<file path="src/rtl/memory_writeback_stage_if.sv">
// Bundle of EX/MEM latch inputs, dcache request/response and MEM/WB outputs
// shared between the memory_writeback_stage and its environment.
interface memory_writeback_stage_if;
  logic        valid_MEM;
  logic        RegWr_MEM;
  logic        memtoReg_MEM;
  logic        memWr_MEM;
  logic        halt_MEM;
  logic [4:0]  wsel_MEM;
  logic [31:0] alu_MEM;
  logic [31:0] store_MEM;
  logic        flush;
  logic        dhit;
  logic [31:0] dmemload;
  logic        dmemREN;
  logic        dmemWEN;
  logic [31:0] dmemaddr;
  logic [31:0] dmemstore;
  logic        mem_stall;
  logic        RegWr_WB;
  logic [4:0]  wsel_WB;
  logic [31:0] wdat_WB;
  logic        halt_WB;
  logic        mem_err;

  modport master (
    output valid_MEM, RegWr_MEM, memtoReg_MEM, memWr_MEM, halt_MEM,
           wsel_MEM, alu_MEM, store_MEM, flush, dhit, dmemload,
    input  dmemREN, dmemWEN, dmemaddr, dmemstore, mem_stall,
           RegWr_WB, wsel_WB, wdat_WB, halt_WB, mem_err
  );

  modport slave (
    input  valid_MEM, RegWr_MEM, memtoReg_MEM, memWr_MEM, halt_MEM,
           wsel_MEM, alu_MEM, store_MEM, flush, dhit, dmemload,
    output dmemREN, dmemWEN, dmemaddr, dmemstore, mem_stall,
           RegWr_WB, wsel_WB, wdat_WB, halt_WB, mem_err
  );
endinterface

</file>
<file path="src/rtl/memory_writeback_stage.sv">
// MIPS memory stage with dcache handshake, stall generation, watchdog and
// the MEM/WB pipeline register.
module memory_writeback_stage #(
  parameter int TIMEOUT = 256,
  parameter int CNT_W   = 9
) (
  input  logic CLK,
  input  logic nRST,
  memory_writeback_stage_if.slave bus
);

  localparam logic [1:0] IDLE   = 2'd0;
  localparam logic [1:0] BUSY   = 2'd1;
  localparam logic [1:0] HALTED = 2'd2;

  logic [1:0]       state;
  logic [CNT_W-1:0] counter;
  logic             live;
  logic             req;

  // Flush can only kill an instruction before its request has been issued.
  assign live = bus.valid_MEM & ~(bus.flush & (state == IDLE));
  assign req  = live & ~bus.halt_MEM & (bus.memtoReg_MEM | bus.memWr_MEM)
              & (state != HALTED);

  assign bus.dmemREN   = req & bus.memtoReg_MEM;
  assign bus.dmemWEN   = req & bus.memWr_MEM & ~bus.memtoReg_MEM;
  assign bus.dmemaddr  = bus.alu_MEM;
  assign bus.dmemstore = bus.store_MEM;
  assign bus.mem_stall = req & ~bus.dhit;

  always_ff @(posedge CLK) begin
    if (!nRST) begin
      state       <= IDLE;
      counter     <= '0;
      bus.mem_err <= 1'b0;
      bus.halt_WB <= 1'b0;
    end else begin
      case (state)
        IDLE: begin
          if (live & bus.halt_MEM) begin
            state       <= HALTED;
            bus.halt_WB <= 1'b1;
          end else if (req & ~bus.dhit) begin
            state   <= BUSY;
            counter <= CNT_W'(1);
          end
        end
        BUSY: begin
          if (bus.dhit) begin
            state   <= IDLE;
            counter <= '0;
          end else begin
            // Watchdog saturates at TIMEOUT and keeps the pipeline frozen.
            if (counter != CNT_W'(TIMEOUT))
              counter <= counter + CNT_W'(1);
            if (counter == CNT_W'(TIMEOUT))
              bus.mem_err <= 1'b1;
          end
        end
        HALTED: state <= HALTED;
        default: state <= IDLE;
      endcase
    end
  end

  always_ff @(posedge CLK) begin
    if (!nRST) begin
      bus.RegWr_WB <= 1'b0;
      bus.wsel_WB  <= '0;
      bus.wdat_WB  <= '0;
    end else if (bus.mem_stall | (state == HALTED)) begin
      bus.RegWr_WB <= 1'b0;
    end else begin
      bus.RegWr_WB <= live & bus.RegWr_MEM & ~bus.halt_MEM;
      bus.wsel_WB  <= bus.wsel_MEM;
      bus.wdat_WB  <= bus.memtoReg_MEM ? bus.dmemload : bus.alu_MEM;
    end
  end

endmodule
</file>
<file path="src/flat_wrapper.sv">
// flat-port wrapper written by rule: the top's interface ports become plain ports
module memory_writeback_stage_flat 
#(
  parameter int TIMEOUT = 256,
  parameter int CNT_W   = 9
)
  (CLK, nRST, bus_valid_MEM, bus_RegWr_MEM, bus_memtoReg_MEM, bus_memWr_MEM, bus_halt_MEM, bus_wsel_MEM, bus_alu_MEM, bus_store_MEM, bus_flush, bus_dhit, bus_dmemload, bus_dmemREN, bus_dmemWEN, bus_dmemaddr, bus_dmemstore, bus_mem_stall, bus_RegWr_WB, bus_wsel_WB, bus_wdat_WB, bus_halt_WB, bus_mem_err);
  memory_writeback_stage_if bus_i ();
  input  logic CLK;
  input  logic nRST;
  input wire logic [$bits(bus_i.valid_MEM)-1:0] bus_valid_MEM;
  input wire logic [$bits(bus_i.RegWr_MEM)-1:0] bus_RegWr_MEM;
  input wire logic [$bits(bus_i.memtoReg_MEM)-1:0] bus_memtoReg_MEM;
  input wire logic [$bits(bus_i.memWr_MEM)-1:0] bus_memWr_MEM;
  input wire logic [$bits(bus_i.halt_MEM)-1:0] bus_halt_MEM;
  input wire logic [$bits(bus_i.wsel_MEM)-1:0] bus_wsel_MEM;
  input wire logic [$bits(bus_i.alu_MEM)-1:0] bus_alu_MEM;
  input wire logic [$bits(bus_i.store_MEM)-1:0] bus_store_MEM;
  input wire logic [$bits(bus_i.flush)-1:0] bus_flush;
  input wire logic [$bits(bus_i.dhit)-1:0] bus_dhit;
  input wire logic [$bits(bus_i.dmemload)-1:0] bus_dmemload;
  output wire logic [$bits(bus_i.dmemREN)-1:0] bus_dmemREN;
  output wire logic [$bits(bus_i.dmemWEN)-1:0] bus_dmemWEN;
  output wire logic [$bits(bus_i.dmemaddr)-1:0] bus_dmemaddr;
  output wire logic [$bits(bus_i.dmemstore)-1:0] bus_dmemstore;
  output wire logic [$bits(bus_i.mem_stall)-1:0] bus_mem_stall;
  output wire logic [$bits(bus_i.RegWr_WB)-1:0] bus_RegWr_WB;
  output wire logic [$bits(bus_i.wsel_WB)-1:0] bus_wsel_WB;
  output wire logic [$bits(bus_i.wdat_WB)-1:0] bus_wdat_WB;
  output wire logic [$bits(bus_i.halt_WB)-1:0] bus_halt_WB;
  output wire logic [$bits(bus_i.mem_err)-1:0] bus_mem_err;
  assign bus_i.valid_MEM = bus_valid_MEM;
  assign bus_i.RegWr_MEM = bus_RegWr_MEM;
  assign bus_i.memtoReg_MEM = bus_memtoReg_MEM;
  assign bus_i.memWr_MEM = bus_memWr_MEM;
  assign bus_i.halt_MEM = bus_halt_MEM;
  assign bus_i.wsel_MEM = bus_wsel_MEM;
  assign bus_i.alu_MEM = bus_alu_MEM;
  assign bus_i.store_MEM = bus_store_MEM;
  assign bus_i.flush = bus_flush;
  assign bus_i.dhit = bus_dhit;
  assign bus_i.dmemload = bus_dmemload;
  assign bus_dmemREN = bus_i.dmemREN;
  assign bus_dmemWEN = bus_i.dmemWEN;
  assign bus_dmemaddr = bus_i.dmemaddr;
  assign bus_dmemstore = bus_i.dmemstore;
  assign bus_mem_stall = bus_i.mem_stall;
  assign bus_RegWr_WB = bus_i.RegWr_WB;
  assign bus_wsel_WB = bus_i.wsel_WB;
  assign bus_wdat_WB = bus_i.wdat_WB;
  assign bus_halt_WB = bus_i.halt_WB;
  assign bus_mem_err = bus_i.mem_err;
  memory_writeback_stage #(.TIMEOUT(TIMEOUT), .CNT_W(CNT_W)) u_core (.CLK(CLK), .nRST(nRST), .bus(bus_i));
endmodule
</file>
<file path="config.mk">
export PLATFORM = sky130hd
export DESIGN_NAME = memory_writeback_stage_flat
export DESIGN_NICKNAME = d
export VERILOG_FILES = /design/src/rtl/memory_writeback_stage_if.sv /design/src/rtl/memory_writeback_stage.sv /design/src/flat_wrapper.sv
export SDC_FILE = /design/constraint.sdc
export NUM_CORES = 1
export LEC_CHECK = 0
export BUFFER_PORTS_ARGS = -buffer_cell sky130_fd_sc_hd__buf_2
export CAP_MARGIN = 20
export CORE_MARGIN = 5
export CORE_UTILIZATION = 37
export DETAILED_ROUTE_END_ITERATION = 10
export PLACE_DENSITY = 0.76
export SLEW_MARGIN = 10
export SYNTH_ARGS = -nofsm -noshare
export SYNTH_HDL_FRONTEND = slang
export SYNTH_SLANG_ARGS = --single-unit
</file>
<file path="constraint.sdc">
create_clock -name CLK -period 1.7 [get_ports CLK]
set_clock_uncertainty 0.1 [all_clocks]
set_input_delay 0.17 -clock CLK [delete_from_list [all_inputs] [get_ports CLK]]
set_output_delay 0.17 -clock CLK [all_outputs]
set_load 0.01 [all_outputs]
</file>
* Word-level counts from Yosys, hierarchy flattened *
Cells that the tools add are included.

storage, ports and cells
  logic and storage cells = 54
  input port bits = 110
  bits in registers = 51

cells by class
  $add $sub $neg = 1
  reductions and logical operators = 7
  bitwise operators = 19
  muxes and demuxes = 10
  equality and inequality tests = 10

operators with widths
  cell                                                 count
  2-to-1 mux 9 bit                                     4
  2-to-1 mux 32 bit                                    1
  case mux 9 bit (2 select lines)                      1
  bitwise AND 1 bit                                    12
  adder 9 x 1 -> 9 bit, second input constant          1
  equality test 9 bit, second input constant           1
  != test 9 bit, second input constant                 1
  2-to-1 mux 2 bit                                     3
  != test 2 bit, second input constant                 3
  != test 3 x 2 -> 1 bit, second input constant        2
  case mux 2 bit (3 select lines)                      1
  NOT 1 bit                                            5
  AND reduction 2 bit                                  2
  AND reduction 4 bit                                  1
  AND reduction 3 bit                                  1
  equality test 2 x 1 -> 1 bit, second input constant  1
  equality test 2 bit, second input constant           1
  logical NOT 2 bit                                    1
  != test 2 x 1 -> 1 bit, second input constant        1
  bitwise OR 1 bit                                     2
  nonzero test 2 bit                                   1
  OR reduction 2 bit                                   1

* Longest topological paths before layout *
  depth in word-level cells = 11
  gate-level depth with buffers = 7
  mapped depth without buffers = 5

* Least setup slack after synthesis *
Ideal clock, no wire load.

  path type = reg-to-reg
  start point = reg u_core.state[1]
  end point = reg u_core.counter[8]
  data arrival time = 1.396 ns
  period minus slack after synthesis = 1.567 ns
  setup time = 0.071 ns
  cell stages (with the launch flop) = 6
  data required time = 1.529 ns
  slack = 0.133 ns
  cells stage by stage = dfxtp_1 > clkbuf_1 > or3b_1 > or4_1 > nand2_1 > o2bb2ai_1

on the way
  cells in the longest elaborated chain, start to end = 10
  elaborated cells on any way between the ends = 17
  classes of those cells = 5 x eq/ne; 1 x mux; 8 x bitwise; 3 x reduce/logical

ends and longest elaborated chain
  item                                     RTL line                                                    RTL
  start: declaration                       memory_writeback_stage.sv:16                                logic [1:0] state;
  start signal: assignment                 memory_writeback_stage.sv:34                                state <= IDLE;
  start signal: assignment                 memory_writeback_stage.sv:42                                state <= HALTED;
  start signal: assignment                 memory_writeback_stage.sv:45                                state <= BUSY;
  logical NOT 2 bit                        memory_writeback_stage.sv:22, memory_writeback_stage.sv:39
  bitwise AND 1 bit                        memory_writeback_stage.sv:22                                assign live = bus.valid_MEM & ~(bus.flush & (state == IDLE));
  NOT 1 bit                                memory_writeback_stage.sv:22
  bitwise AND 1 bit                        memory_writeback_stage.sv:22
  bitwise AND 1 bit (2 in a row)           memory_writeback_stage.sv:23                                assign req = live & ~bus.halt_MEM & (bus.memtoReg_MEM | bus.memWr_MEM)
  bitwise AND 1 bit                        memory_writeback_stage.sv:24                                & (state != HALTED);
  bitwise AND 1 bit                        memory_writeback_stage.sv:44                                end else if (req & ~bus.dhit) begin
  != test 2 x 1 -> 1 bit (no source line)  -
  AND reduction 4 bit (no source line)     -
  end signal: assignment                   memory_writeback_stage.sv:56                                counter <= counter + CNT_W'(1);
  end: declaration                         memory_writeback_stage.sv:17                                logic [CNT_W-1:0] counter;

Several ways; a longest one is shown, not always the timed one.
A chain may end at the register's enable or synchronous reset.

* Worst setup path after layout *
  start point = reg u_core.state[1]
  end point = reg u_core.counter[0]

Same word-level chain as after synthesis.

==> results.cfg <==
[status]
status = finished, final reports clean

[worst_setup_path]
required_ps = 1800
cp-end-kind = flip-flop
r2r-end = u_core.counter[0]
slowest_stage = dfxtp_1
worstPathCellList = nand2b_1 -> or2_1 -> o211ai_4 -> o221a_1
max_stage_delay_ps = 460
r2r_slack_ps = 40
arrival_ps = 1760
start_kind = flip-flop
path_max_fanout = 8
critical_path_class = flip-flop to flip-flop
reg2regPathDepth = 4
reg2reg_from = u_core.state[1]

[floorplan]
core-area_sq_um = 7770
start_util_pct = 38.3
rows = 32
boundaryPins = 217
die_w_microns = 99.6
die_area_sq_um = 9930
die_h_microns = 99.6

[clocking]
numCtsBuffers = 5
postCtsHoldBufs = 0
htreeDepth = 2
cts.path.max_buffers = 2
insertion_delay_ps = 310
cts_root_buffer = clkbuf_8
cts_tree = done
cts_sinks = 51
clkSlewWorstSetupHoldPaths_ps = 90

[placement]
dp_hpwl_mm = 5.94
routabilityCongestion = 0.788
io_buffers = 152

[drt]
wl_per_cell_microns = 14.7
ant_nets = 0
num_vias = 2511
routed_wl_mm = 7.56
drc_errors = 0
drt_iter0_drc = 78
avgViaCountPerCell = 4.89
drt_pass1_iterations = 7

[global_routing]
grt_usage_pct = 14.3
grt_pass1_wl_mm = 11.6
grt_max_degree = 63
antenna_found_initial = 0
grt_overflow = 0
grt_pass1_vias = 2572

[sta]
period_needed_ps = 1660
finalMaxSlewViolations = 0
hold_violations = 0
worstMarginPinSlew_ps = 528
setup_violations = 0
fmax_ghz = 0.601
fin_crit_sh_pct = 97.8
slew_headroom_pct = 64.8
tns_ps = 0

[power_and_ir_drop]
leakage_uw = 0.00199
p_seq_share_pct = 47.6
pwr-share-comb_pct = 20.9
p_clk_share_pct = 31.5
internal_power_uw = 2010
power_density_nw_per_um2 = 792
ir_drop_v = 0.000382
p_sw_uw = 777
switching_share_pct = 27.9

[hold_path]
hold_class = input pin to flip-flop
hold_path_end = u_core.bus.wsel_WB[3]
hp-start = bus_wsel_MEM[3]
worstHoldPathCells = 3

[yosys]
netlist_area_sq_um = 2970
syn_inst = 324
synth_cell_types = 39
syn_nets = 436
seq_area_frac_synth_pct = 34.3
synth_area_leaders = dfxtp_1, buf_4, mux2i_1, o211a_1, nand2_1
syn_area_per_cell_sq_um = 9.18
synth_top_area_share_pct = 34.3
synth_top_cell_by_area = dfxtp_1
ys_warn_count = 0
ys_ff_latch = 51

[layout]
multi_input_area_sq_um = 1380
final_util_pct = 45.2
mostFrequentLayoutCell = buf_2
final_nets = 523
final_cell_mix = buf_2, dfxtp_1, nand2_1
register_area_sq_um = 1020
area_growth_pct = 18.1
antenna_cells = 0
drive_above_1_share_pct = 43.9
fillCellCount = 766

[flow_run]
max-cap-violations = 0
[power groups by stage]
| stage | Sequential (uW) | Clock (uW) | Combinational, uW |
|---|---|---|---|
| floorplan | 1390 | 0 | 418 |
| global placement | 1350 | 0 | 573 |
| detailed placement | 1350 | 0 | 587 |
| CTS | 1330 | 906 | 590 |
| global route | 1340 | 947 | 639 |
| finish | 1330 | 876 | 582 |
[layout make-up]
cell class / instances / share of cell area (%)
Clock inverter: 3 / 1.32
Inverter: 5 / 0.534
Tap cell: 102 / 3.63
Timing Repair Buffer: 162 / 24.2
Sequential cell: 51 / 29.2
Clock buffer: 5 / 1.96
Multi-Input combinational cell: 186 / 39.2
[state kept, by name (all words and copies together) (netlist names)]
signal,count
u_core.bus.wdat_WB,32
u_core.bus.wsel_WB,5
u_core.state,2
u_core.counter,9
u_core.bus.mem_err,1
u_core.bus.halt_WB,1
u_core.bus.RegWr_WB,1
[cell usage after synthesis]
| cell type | n |
|---|---|
| buf_4 | 67 |
| dfxtp_1 | 51 |
| nand2_1 | 40 |
| mux2i_1 | 38 |
| o211a_1 | 32 |
| nor2b_1 | 11 |
| a21oi_1 | 10 |
| clkbuf_1 | 10 |
| nor2_1 | 10 |
| inv_1 | 5 |
| nand3_1 | 5 |
| buf_6 | 4 |
| nand4_1 | 4 |
| nor3b_1 | 4 |
| o21ai_0 | 4 |
| and2_1 | 2 |
| ha_1 | 2 |
| nand2b_1 | 2 |
| o21ai_1 | 2 |
| o22ai_1 | 2 |
| a22oi_1 | 1 |
| a31oi_1 | 1 |
| a41oi_4 | 1 |
| and3b_1 | 1 |
| and4_1 | 1 |
| buf_1 | 1 |
| buf_2 | 1 |
| nor3_1 | 1 |
| nor4_1 | 1 |
| nor4b_1 | 1 |
| o211ai_1 | 1 |
| o211ai_2 | 1 |
| o221a_1 | 1 |
| o2bb2ai_1 | 1 |
| or2_1 | 1 |
| or2_4 | 1 |
| or3b_1 | 1 |
| or4_1 | 1 |
| xnor2_1 | 1 |
[per-stage QoR]
stage | power, uW | cells | setup WS [ps] | hold slack [ps] | cell area [sq um]
after floorplan | 1800 | 324 | 133 | 240 | 2970
after global placement | 1920 | 505 | 58.7 | 240 | 3350
after detailed placement | 1940 | 505 | -21.4 | 240 | 3350
after CTS | 2820 | 513 | 34.4 | 17.3 | 3490
after global routing | 2920 | 514 | -42.7 | 43.6 | 3510
final | 2780 | 514 | 37.1 | 20.3 | 3510
[worst max path at each step]
stage / from / endpoint / slack, ps / cells after the start
2_1_floorplan: u_core.state[1] / u_core.counter[8] / 130 / 5
3_3_place_gp: u_core.counter[3] / u_core.counter[0] / 60 / 4
3_5_place_dp: u_core.counter[3] / u_core.counter[0] / -20 / 4
4_1_cts: u_core.state[0] / u_core.counter[8] / 30 / 4
5_1_grt: u_core.state[1] / u_core.counter[0] / -40 / 4
6_report: u_core.state[1] / u_core.counter[0] / 40 / 4
[routing by layer]
metal	vias to the layer above	global-route usage, %	routed length [microns]
met5	-	0	0
met4	0	5.88	211
met3	21	3.72	643
met2	143	26.4	3870
met1	1113	15.3	2840
li1	1234	-	-
[kinds of logic after synthesis]
logic type	after synthesis	share of synthesized area, %
buffers and inverters	88	20.6
and+or+nand+nor	87	14.5
AOI/OAI and AO/OA	57	16.6
DFF	51	34.3
muxes	38	12.8
adders and majority gates	2	0.842
xor gates and xnor gates	1	0.295
[critical path: cells and delay by family (launching register included)]
kind            cells  cell delay, ps
simple gates        2             580
flops               1             460
compound gates      2             420
[timing repair]
item / CTS / global route
resized for setup: 4 / 4
pin swaps: 0 / 1
setup endpoints to repair: 3 / 8
setup buffers: 0 / 0
cloned: 0 / 1
Note: power is estimated with default switching activity, not from simulation.
